## src/rtl/multicycle_control.sv

```systemverilog
// multicycle_control
//   Multi-cycle sequencing control for the RV32I core. Each instruction
//   passes through FETCH -> DECODE -> EXEC -> (MEM) -> (WB) and shares one
//   memory port with the datapath. The unit flags illegal encodings by
//   parking in TRAP, and counts retired instructions.
//
// Parameters
//   CNT_WIDTH  width of the retired-instruction counter (instret)
//   TIMEOUT    wait cycles tolerated on mem_ready before a bus error (1..255)
//
// Optional feature (macro CTRL_MEM_WATCHDOG_EN)
//   Defined:   a wait counter watches FETCH/MEM; after TIMEOUT low cycles a
//              further low cycle sends the FSM to TRAP with bus_error set.
//   Undefined: FETCH/MEM wait indefinitely and bus_error is tied to 0.
//
// Ports
//   clk, rst_n                      clock, asynchronous active-low reset
//   opcode, funct3, funct7          instruction register fields
//   branch_cond                     ALU compare result (used in EXEC)
//   mem_ready                       memory completes the access this cycle
//   mem_read, mem_write, addr_sel   memory request and address select
//   ir_write, reg_write, mem_to_reg datapath enables
//   imm_select, pc_write, pc_src    operand B / PC update control
//   jump                            JAL/JALR in progress
//   trap, bus_error                 sticky error flags (registered)
//   state                           current FSM state (debug / checkers)
//   instret                         retired-instruction counter
//
// Memory handshake: a request (mem_read or mem_write with addr_sel) is held
// asserted and unchanged every cycle the FSM sits in FETCH or MEM; the
// access completes in the first cycle where mem_ready is sampled high, and
// the FSM leaves that state on the following clock edge.

module multicycle_control #(
  parameter int CNT_WIDTH = 32,
  parameter int TIMEOUT   = 15
) (
  input  logic                 clk,
  input  logic                 rst_n,
  input  logic [6:0]           opcode,
  input  logic [2:0]           funct3,
  input  logic [6:0]           funct7,
  input  logic                 branch_cond,
  input  logic                 mem_ready,
  output logic                 mem_read,
  output logic                 mem_write,
  output logic                 addr_sel,
  output logic                 ir_write,
  output logic                 reg_write,
  output logic                 mem_to_reg,
  output logic                 imm_select,
  output logic                 pc_write,
  output logic                 pc_src,
  output logic                 jump,
  output logic                 trap,
  output logic                 bus_error,
  output logic [2:0]           state,
  output logic [CNT_WIDTH-1:0] instret
);

  typedef enum logic [2:0] {
    S_IDLE   = 3'd0,
    S_FETCH  = 3'd1,
    S_DECODE = 3'd2,
    S_EXEC   = 3'd3,
    S_MEM    = 3'd4,
    S_WB     = 3'd5,
    S_TRAP   = 3'd6
  } state_e;

  localparam logic [6:0] OP_R      = 7'b0110011;
  localparam logic [6:0] OP_IMM    = 7'b0010011;
  localparam logic [6:0] OP_LUI    = 7'b0110111;
  localparam logic [6:0] OP_AUIPC  = 7'b0010111;
  localparam logic [6:0] OP_LOAD   = 7'b0000011;
  localparam logic [6:0] OP_STORE  = 7'b0100011;
  localparam logic [6:0] OP_BRANCH = 7'b1100011;
  localparam logic [6:0] OP_JAL    = 7'b1101111;
  localparam logic [6:0] OP_JALR   = 7'b1100111;
  localparam logic [6:0] OP_FENCE  = 7'b0001111;

  state_e                 state_q, state_d;
  logic                   trap_q, trap_d;
  logic [CNT_WIDTH-1:0]   instret_q;
  logic                   wd_expire;

  // Instruction class decode
  logic is_r, is_branch, is_load, is_store, is_jmp, is_fence, imm_class, illegal;

  assign is_r      = (opcode == OP_R);
  assign is_branch = (opcode == OP_BRANCH);
  assign is_load   = (opcode == OP_LOAD);
  assign is_store  = (opcode == OP_STORE);
  assign is_jmp    = (opcode == OP_JAL) || (opcode == OP_JALR);
  assign is_fence  = (opcode == OP_FENCE);
  // Known classes that take the immediate as operand B (unknown opcodes do not).
  assign imm_class = (opcode == OP_IMM) || (opcode == OP_LUI) || (opcode == OP_AUIPC) ||
                     is_load || is_store || is_jmp || is_fence;

  always_comb begin
    illegal = 1'b0;
    case (opcode)
      OP_R:      illegal = !((funct7 == 7'b0000000) ||
                             ((funct7 == 7'b0100000) && ((funct3 == 3'b000) || (funct3 == 3'b101))));
      OP_IMM: begin
        if (funct3 == 3'b001)      illegal = (funct7 != 7'b0000000);
        else if (funct3 == 3'b101) illegal = !((funct7 == 7'b0000000) || (funct7 == 7'b0100000));
      end
      OP_LOAD:   illegal = (funct3 == 3'b011) || (funct3 == 3'b110) || (funct3 == 3'b111);
      OP_STORE:  illegal = (funct3 > 3'b010);
      OP_BRANCH: illegal = (funct3 == 3'b010) || (funct3 == 3'b011);
      OP_JALR:   illegal = (funct3 != 3'b000);
      OP_LUI, OP_AUIPC, OP_JAL, OP_FENCE: illegal = 1'b0;
      default:   illegal = 1'b1;   // includes SYSTEM
    endcase
  end

`ifdef CTRL_MEM_WATCHDOG_EN
  localparam logic [7:0] TO = 8'(TIMEOUT);
  logic [7:0] wait_q, wait_d;
  logic       bus_error_q, bus_error_d;

  // Fires only when the limit is reached and the access still has not completed.
  assign wd_expire = ((state_q == S_FETCH) || (state_q == S_MEM)) && !mem_ready && (wait_q == TO);

  // Staying in FETCH/MEM implies a low mem_ready; any other path clears the count.
  always_comb begin
    wait_d = 8'd0;
    if (((state_q == S_FETCH) || (state_q == S_MEM)) && (state_d == state_q))
      wait_d = wait_q + 8'd1;
  end

  assign bus_error_d = bus_error_q | wd_expire;

  always_ff @(posedge clk or negedge rst_n) begin
    if (!rst_n) begin
      wait_q      <= 8'd0;
      bus_error_q <= 1'b0;
    end else begin
      wait_q      <= wait_d;
      bus_error_q <= bus_error_d;
    end
  end

  assign bus_error = bus_error_q;
`else
  assign wd_expire = 1'b0;
  assign bus_error = 1'b0;
`endif

  // Next-state and control outputs
  always_comb begin
    state_d    = state_q;
    mem_read   = 1'b0;
    mem_write  = 1'b0;
    addr_sel   = 1'b0;
    ir_write   = 1'b0;
    reg_write  = 1'b0;
    mem_to_reg = 1'b0;
    imm_select = 1'b0;
    pc_write   = 1'b0;
    pc_src     = 1'b0;
    jump       = 1'b0;
    case (state_q)
      S_IDLE:  state_d = S_FETCH;
      S_FETCH: begin
        mem_read = 1'b1;
        if (mem_ready) begin
          ir_write = 1'b1;
          state_d  = S_DECODE;
        end else if (wd_expire) begin
          state_d  = S_TRAP;
        end
      end
      S_DECODE: begin
        imm_select = imm_class;
        state_d    = illegal ? S_TRAP : S_EXEC;
      end
      S_EXEC: begin
        imm_select = imm_class;
        if (is_branch) begin
          pc_write = 1'b1;
          pc_src   = branch_cond;
          state_d  = S_FETCH;
        end else if (is_fence) begin
          pc_write = 1'b1;
          state_d  = S_FETCH;
        end else if (is_load || is_store) begin
          state_d  = S_MEM;
        end else if (is_jmp) begin
          jump     = 1'b1;
          state_d  = S_WB;
        end else begin
          state_d  = S_WB;
        end
      end
      S_MEM: begin
        imm_select = imm_class;
        addr_sel   = 1'b1;
        mem_read   = is_load;
        mem_write  = is_store;
        if (mem_ready) begin
          if (is_load) begin
            state_d  = S_WB;
          end else begin
            pc_write = 1'b1;
            state_d  = S_FETCH;
          end
        end else if (wd_expire) begin
          state_d = S_TRAP;
        end
      end
      S_WB: begin
        imm_select = imm_class;
        reg_write  = 1'b1;
        pc_write   = 1'b1;
        mem_to_reg = is_load;
        jump       = is_jmp;
        pc_src     = is_jmp;
        state_d    = S_FETCH;
      end
      S_TRAP:  state_d = S_TRAP;
      default: state_d = S_IDLE;
    endcase
  end

  assign trap_d = trap_q | (state_d == S_TRAP);

  always_ff @(posedge clk or negedge rst_n) begin
    if (!rst_n) begin
      state_q   <= S_IDLE;
      trap_q    <= 1'b0;
      instret_q <= '0;
    end else begin
      state_q   <= state_d;
      trap_q    <= trap_d;
      if (pc_write) instret_q <= instret_q + CNT_WIDTH'(1);
    end
  end

  assign state   = state_q;
  assign trap    = trap_q;
  assign instret = instret_q;

endmodule

```

## config.mk

```make
export PLATFORM = sky130hd
export DESIGN_NAME = multicycle_control
export DESIGN_NICKNAME = d
export VERILOG_FILES = /design/src/rtl/multicycle_control.sv
export SDC_FILE = /design/constraint.sdc
export NUM_CORES = 1
export LEC_CHECK = 0
export CAP_MARGIN = 20
export CORE_ASPECT_RATIO = 0.5
export CORE_MARGIN = 8
export CORE_UTILIZATION = 39
export DETAILED_ROUTE_END_ITERATION = 7
export PLACE_DENSITY_LB_ADDON = 0.12
export REMOVE_ABC_BUFFERS = 1
export SLEW_MARGIN = 20
export SYNTH_ARGS = -nofsm -noshare
export SYNTH_HDL_FRONTEND = slang
export SYNTH_SLANG_ARGS = --single-unit
```

## constraint.sdc

```tcl
create_clock -name clk -period 2.6 [get_ports clk]
set_input_delay 0.52 -clock clk [delete_from_list [all_inputs] [get_ports clk]]
set_output_delay 0.52 -clock clk [all_outputs]
set_load 0.05 [all_outputs]
```

# Yosys cells after proc, flatten, opt, wreduce, memory -nomap -nowiden
# Cells that the tools add are included.
[op_classes]
addsub = 1
n_lt_le_gt_ge = 1
eq_ne = 24
n_mux = 31
bitwise = 1
reduce_logical = 25
[op_table]
columns = ["operator", "count"]
rows = [
  ["adder 32 x 1 -> 32 bit, second input constant", 1],
  ["== test 7 x 6 -> 1 bit, second input constant", 4],
  ["== test 3 bit, second input constant", 7],
  ["== test 7 bit, second input constant", 3],
  ["two-way mux 1 bit", 19],
  ["two-way mux 3 bit", 6],
  ["case mux 3 bit (6 select lines)", 1],
  ["== test 7 x 5 -> 1 bit, second input constant", 2],
  ["logical OR 1 bit", 14],
  ["== test 3 x 2 -> 1 bit, second input constant", 4],
  ["OR reduction 4 bit", 2],
  ["== test 7 x 2 -> 1 bit, second input constant", 1],
  ["== test 7 x 4 -> 1 bit, second input constant", 1],
  ["zero test 7 bit", 1],
  ["case mux 1 bit (7 select lines)", 1],
  ["nonzero test 7 bit", 1],
  ["== test 3 x 1 -> 1 bit, second input constant", 2],
  ["zero test 3 bit", 2],
  ["case mux 1 bit (2 select lines)", 3],
  ["greater-than comparator 3 x 2 -> 1 bit, second input constant", 1],
  ["case mux 1 bit (3 select lines)", 1],
  ["nonzero test 3 bit", 1],
  ["zero test 1 bit", 2],
  ["OR reduction 2 bit", 1],
  ["other kinds (2)", 2],
]
[word_totals]
reg_bits = 36
input_bits = 21
out_inout_bits = 47
elab_cells = 86

# Logic depth before layout (Yosys ltp)
# Gate-level depths: netlist (run 1).
[logic_depth]
ltp_word = 10
ltp_mapped = 8

# Worst setup path after synthesis (run 1)
# No wires, ideal clock.
[synth_timing]
kind = "in2out"
startpoint = "input opcode[3]"
endpoint = "output mem_read"
t_arrival_ps = 2457
setup_slack_ps = -377
cell_stages = 5
cell_sequence = "buf_6 -> nand4bb_4 -> or4_4 -> or3b_1 -> a21oi_1"
[synth_between]
elab_chain_len = 2
[synth_rtl]
columns = ["element", "line_no", "text"]
rows = [
  ["start, declared", "40", "input logic [6:0] opcode,"],
  ["== test 7 x 2 -> 1 bit", "92", "assign is_load = (opcode == OP_LOAD);"],
  ["case mux 1 bit (2 select lines)", "164", "case (state_q)"],
  ["end, declared", "45", "output logic mem_read,"],
]
# No other way between the ends.

# Worst setup path in the final report (run 1)
# Same ends and word-level chain as after synthesis.

==> results of run 1 <==
[power groups by stage]
stage | Clock (µW) | Combinational, µW | Sequential (µW)
after detailed placement | 0 | 780 | 694
after CTS | 545 | 794 | 684
after floorplan | 0 | 300 | 834
after global routing | 565 | 847 | 700
final | 531 | 798 | 686
after global placement | 0 | 772 | 691
[layout by cell type, fill, tap and decap left out, types with 5 or more instances in the layout]
master / Yosys / final
and3_1: 13 / 13
and4_1: 7 / 7
buf_12: 0 / 8
buf_4: 1 / 22
clkbuf_8: 0 / 7
clkdlybuf4s50_1: 0 / 48
dfrtp_1: 36 / 36
inv_1: 5 / 5
nand2_1: 16 / 16
nand3_1: 16 / 16
nand4_1: 8 / 8
nor2_1: 10 / 10
nor3_1: 8 / 8
xnor2_1: 25 / 25
xor2_1: 7 / 7
[worst paths after layout]
check,to,cells after the start
worst min-delay path,instret[13],1
min in group clk,trap,1
worst max-delay path,mem_read,6
worst min register to register,trap,1
max in group asynchronous,instret[2],1
worst max register to register,instret[29],6
[cell type report]
| type | instances | area [µm²] | share of cell area |
|---|---|---|---|
| Clock buffer | 7 | 96.3 | 0.0303 |
| Clock inverter | 1 | 30.0 | 0.00943 |
| Inverter | 5 | 18.8 | 0.00590 |
| Multi-Input combinational cell | 164 | 1150 | 0.362 |
| Sequential cell | 36 | 901 | 0.283 |
| Tap cell | 73 | 91.3 | 0.0287 |
| Timing Repair Buffer | 88 | 892 | 0.280 |
[repair_timing]
action	in CTS	in global routing
setup endpoints to repair	5	1
pin swaps	5	4
buffers inserted	5	1
hold buffers	0	0
resized for setup	23	3
[registers in the layout, indices dropped and copies added, names as in the netlist]
register / cells
instret: 32
state: 3
trap: 1
[metrics by stage]
stage	cell area [µm²]	setup TNS (ns)	setup WS [ns]	util	cells
5_1_grt	3180	-0.0308	-0.0308	0.590	374
3_3_place_gp	3000	-3.10	-0.340	0.556	360
4_1_cts	3160	-0.0728	-0.0728	0.585	373
6_report	3180	0	0.000242	0.590	374
3_5_place_dp	3000	-3.95	-0.346	0.556	360
2_1_floorplan	2060	-1.09	-0.303	-	205
[critical path: cells and delay by family]
| family | cells | cell delay, ns |
|---|---|---|
| and+or+nand+nor | 3 | 1.13 |
| AOI/OAI and AO/OA | 1 | 0.18 |
| buffers and inverters | 2 | 0.24 |
[metal layers]
layer,vias up,track usage,share of wire
li1,943,-,-
met1,898,0.177,0.49
met5,-,0,0
met3,4,0.0502,0.070
met2,45,0.240,0.44
met4,0,0.0262,0.0045
[cells by family (layout without fill, tap and decap cells)]
| logic type | count (synthesis) | count (layout) | share of synthesized area |
|---|---|---|---|
| compound gates | 26 | 26 | 0.0939 |
| mux | 2 | 2 | 0.0105 |
| fa+ha+maj | 2 | 2 | 0.0117 |
| flops | 36 | 36 | 0.420 |
| simple gates | 101 | 101 | 0.283 |
| other cells | 1 | 1 | 0.00175 |
| xor+xnor | 32 | 32 | 0.131 |
| buf+inv | 18 | 101 | 0.0490 |
[synth_stat cells, types with 2 or more instances]
cell | n | area, µm²
mux2_2 | 2 | 22.5
inv_1 | 5 | 18.8
xor2_1 | 7 | 61.3
and4_1 | 7 | 61.3
o21ai_0 | 4 | 20.0
and3_1 | 13 | 81.3
nor4_1 | 2 | 12.5
a22oi_1 | 2 | 15.0
and4bb_2 | 2 | 25.0
a31oi_1 | 2 | 12.5
a21o_1 | 2 | 15.0
dfrtp_1 | 36 | 901
nand2b_1 | 4 | 25.0
and3b_1 | 2 | 17.5
nand2_1 | 16 | 60.1
nand4_1 | 8 | 50.1
a21oi_1 | 3 | 15.0
buf_2 | 3 | 15.0
nor3_1 | 8 | 40.0
and2_1 | 3 | 18.8
nor2_1 | 10 | 37.5
ha_1 | 2 | 25.0
xnor2_1 | 25 | 219
nor2b_1 | 2 | 12.5
nand3_1 | 16 | 80.1
buf_6 | 4 | 45.0
o21a_1 | 2 | 15.0
clkbuf_1 | 5 | 18.8
==> metrics.csv, run 1 <==
stage,metric,value,unit
final_layout,fillers,491,
clock_tree,clk_pin_slew,0.07,ns
global_routing,grt_pass1_wl,9640,µm
place,io_buffers,66,
detailed_routing,drt-initial-drc-count,61,
setup_path,critPathMaxStageDelay,0.51,ns
setup_path,crit_type,in2out,
global_routing,grtUsageTotal,0.142,
synth,synth-async-reset-ratio,1.00,
timing,finalCriticalPeriod,2.60,ns
setup_path,r2r_slack,0.29,ns
timing,hold_violations,0,
floorplan,die_height,68.5,µm
floorplan,io_pins,68,
clock_tree,cts_tree,built,
setup_path,cp.arrival,2.08,ns
place,place.detailed.hpwl,4280,µm
timing,worstMarginPinSlew,0.802,ns
pwr,swShare,0.372,
detailed_routing,firstDrtPassIters,4,
pwr,power_switching,750,µW
global_routing,gr-total-overflow,0,
synth,ys_warn_count,0,
synth,seq_area_frac_synth,0.420,
timing,whs,0.316,ns
pwr,p_int,1270,µW
clock_tree,cts_buffers,5,
job,maxCapViolCount,0,
pwr,clockPowerShare,0.263,
setup_path,path_max_fanout,2,
pwr,pwr-share-comb,0.396,
run_status,outcome,completed,
setup_path,cp_slowest_cell,or4_4,
pwr,power_frac_seq,0.340,
synth,ys_ff_latch,36,
global_routing,grt_max_degree,37,
setup_path,cp-end-kind,output pin,
pwr,ir_worst_vdd,0.000346,V
timing,fmax,0.385,GHz
detailed_routing,post_drt_via_cell_ratio,5.05,
setup_path,r2r-start,state[1],
timing,setup_viol,0,
clock_tree,cts_max_path_buffers,2,
place,gp_congestion,0.780,
synth,ys.flop_type,dfrtp_1,
synth,syn_inst,218,
final_layout,final_layout_size_suffix_gt1_frac,0.196,
final_layout,fin_nets,323,
detailed_routing,drc,0,
detailed_routing,routedWlPerCell,15.5,µm
clock_tree,clkLatencyLatePin,0.28,ns
floorplan,start_util,0.398,
pwr,p_per_area,633,mW/mm²
synth,synth_edf_count,0,
setup_path,cp-start-kind,input pin,
floorplan,die_w,121,µm
timing,clock_skew,0.00580,ns
pwr,p_leak,0.00138,µW
global_routing,grt_pass1_vias,1939,
setup_path,crit_start,opcode[3],
clock_tree,cts_root_buf,clkbuf_8,
pwr,totalPowerFinal,2020,µW
clock_tree,htreeDepth,2,
floorplan,die-area,0.00828,mm²
setup_path,cp.required,2.08,ns
floorplan,row_count,19,
detailed_routing,wl,5800,µm
synth,synth_cell_type_count,49,
detailed_routing,via_count,1890,
synth,synth_area,0.00215,mm²
timing,finalMaxSlewViolations,0,
final_layout,antenna_cells,0,
timing,rsz0062_at_grt,true,
timing,period_share,1.00,
clock_tree,cts_sinks,36,
global_routing,antenna_found_initial,0,
timing,maxSlewHeadroom,0.465,
synth,synth_area_per_cell,9.84,µm²
detailed_routing,ant_nets,0,
min_path,hold_path_class,in2async,
floorplan,coreArea,0.00540,mm²
final_layout,areaGrowthSynthToFinish,48.3,%
setup_path,path_cells,buf_6 -> nand4bb_4 -> or4_4 -> or3b_4 -> a21oi_4 -> buf_12,
(Power assumes the default switching activity.)
==> run 2: changes to the inputs <==
- CTS_CLUSTER_SIZE: default -> 24
==> results of run 2 <==
The final DEF is identical to that of run 1; final timing and power are the same.
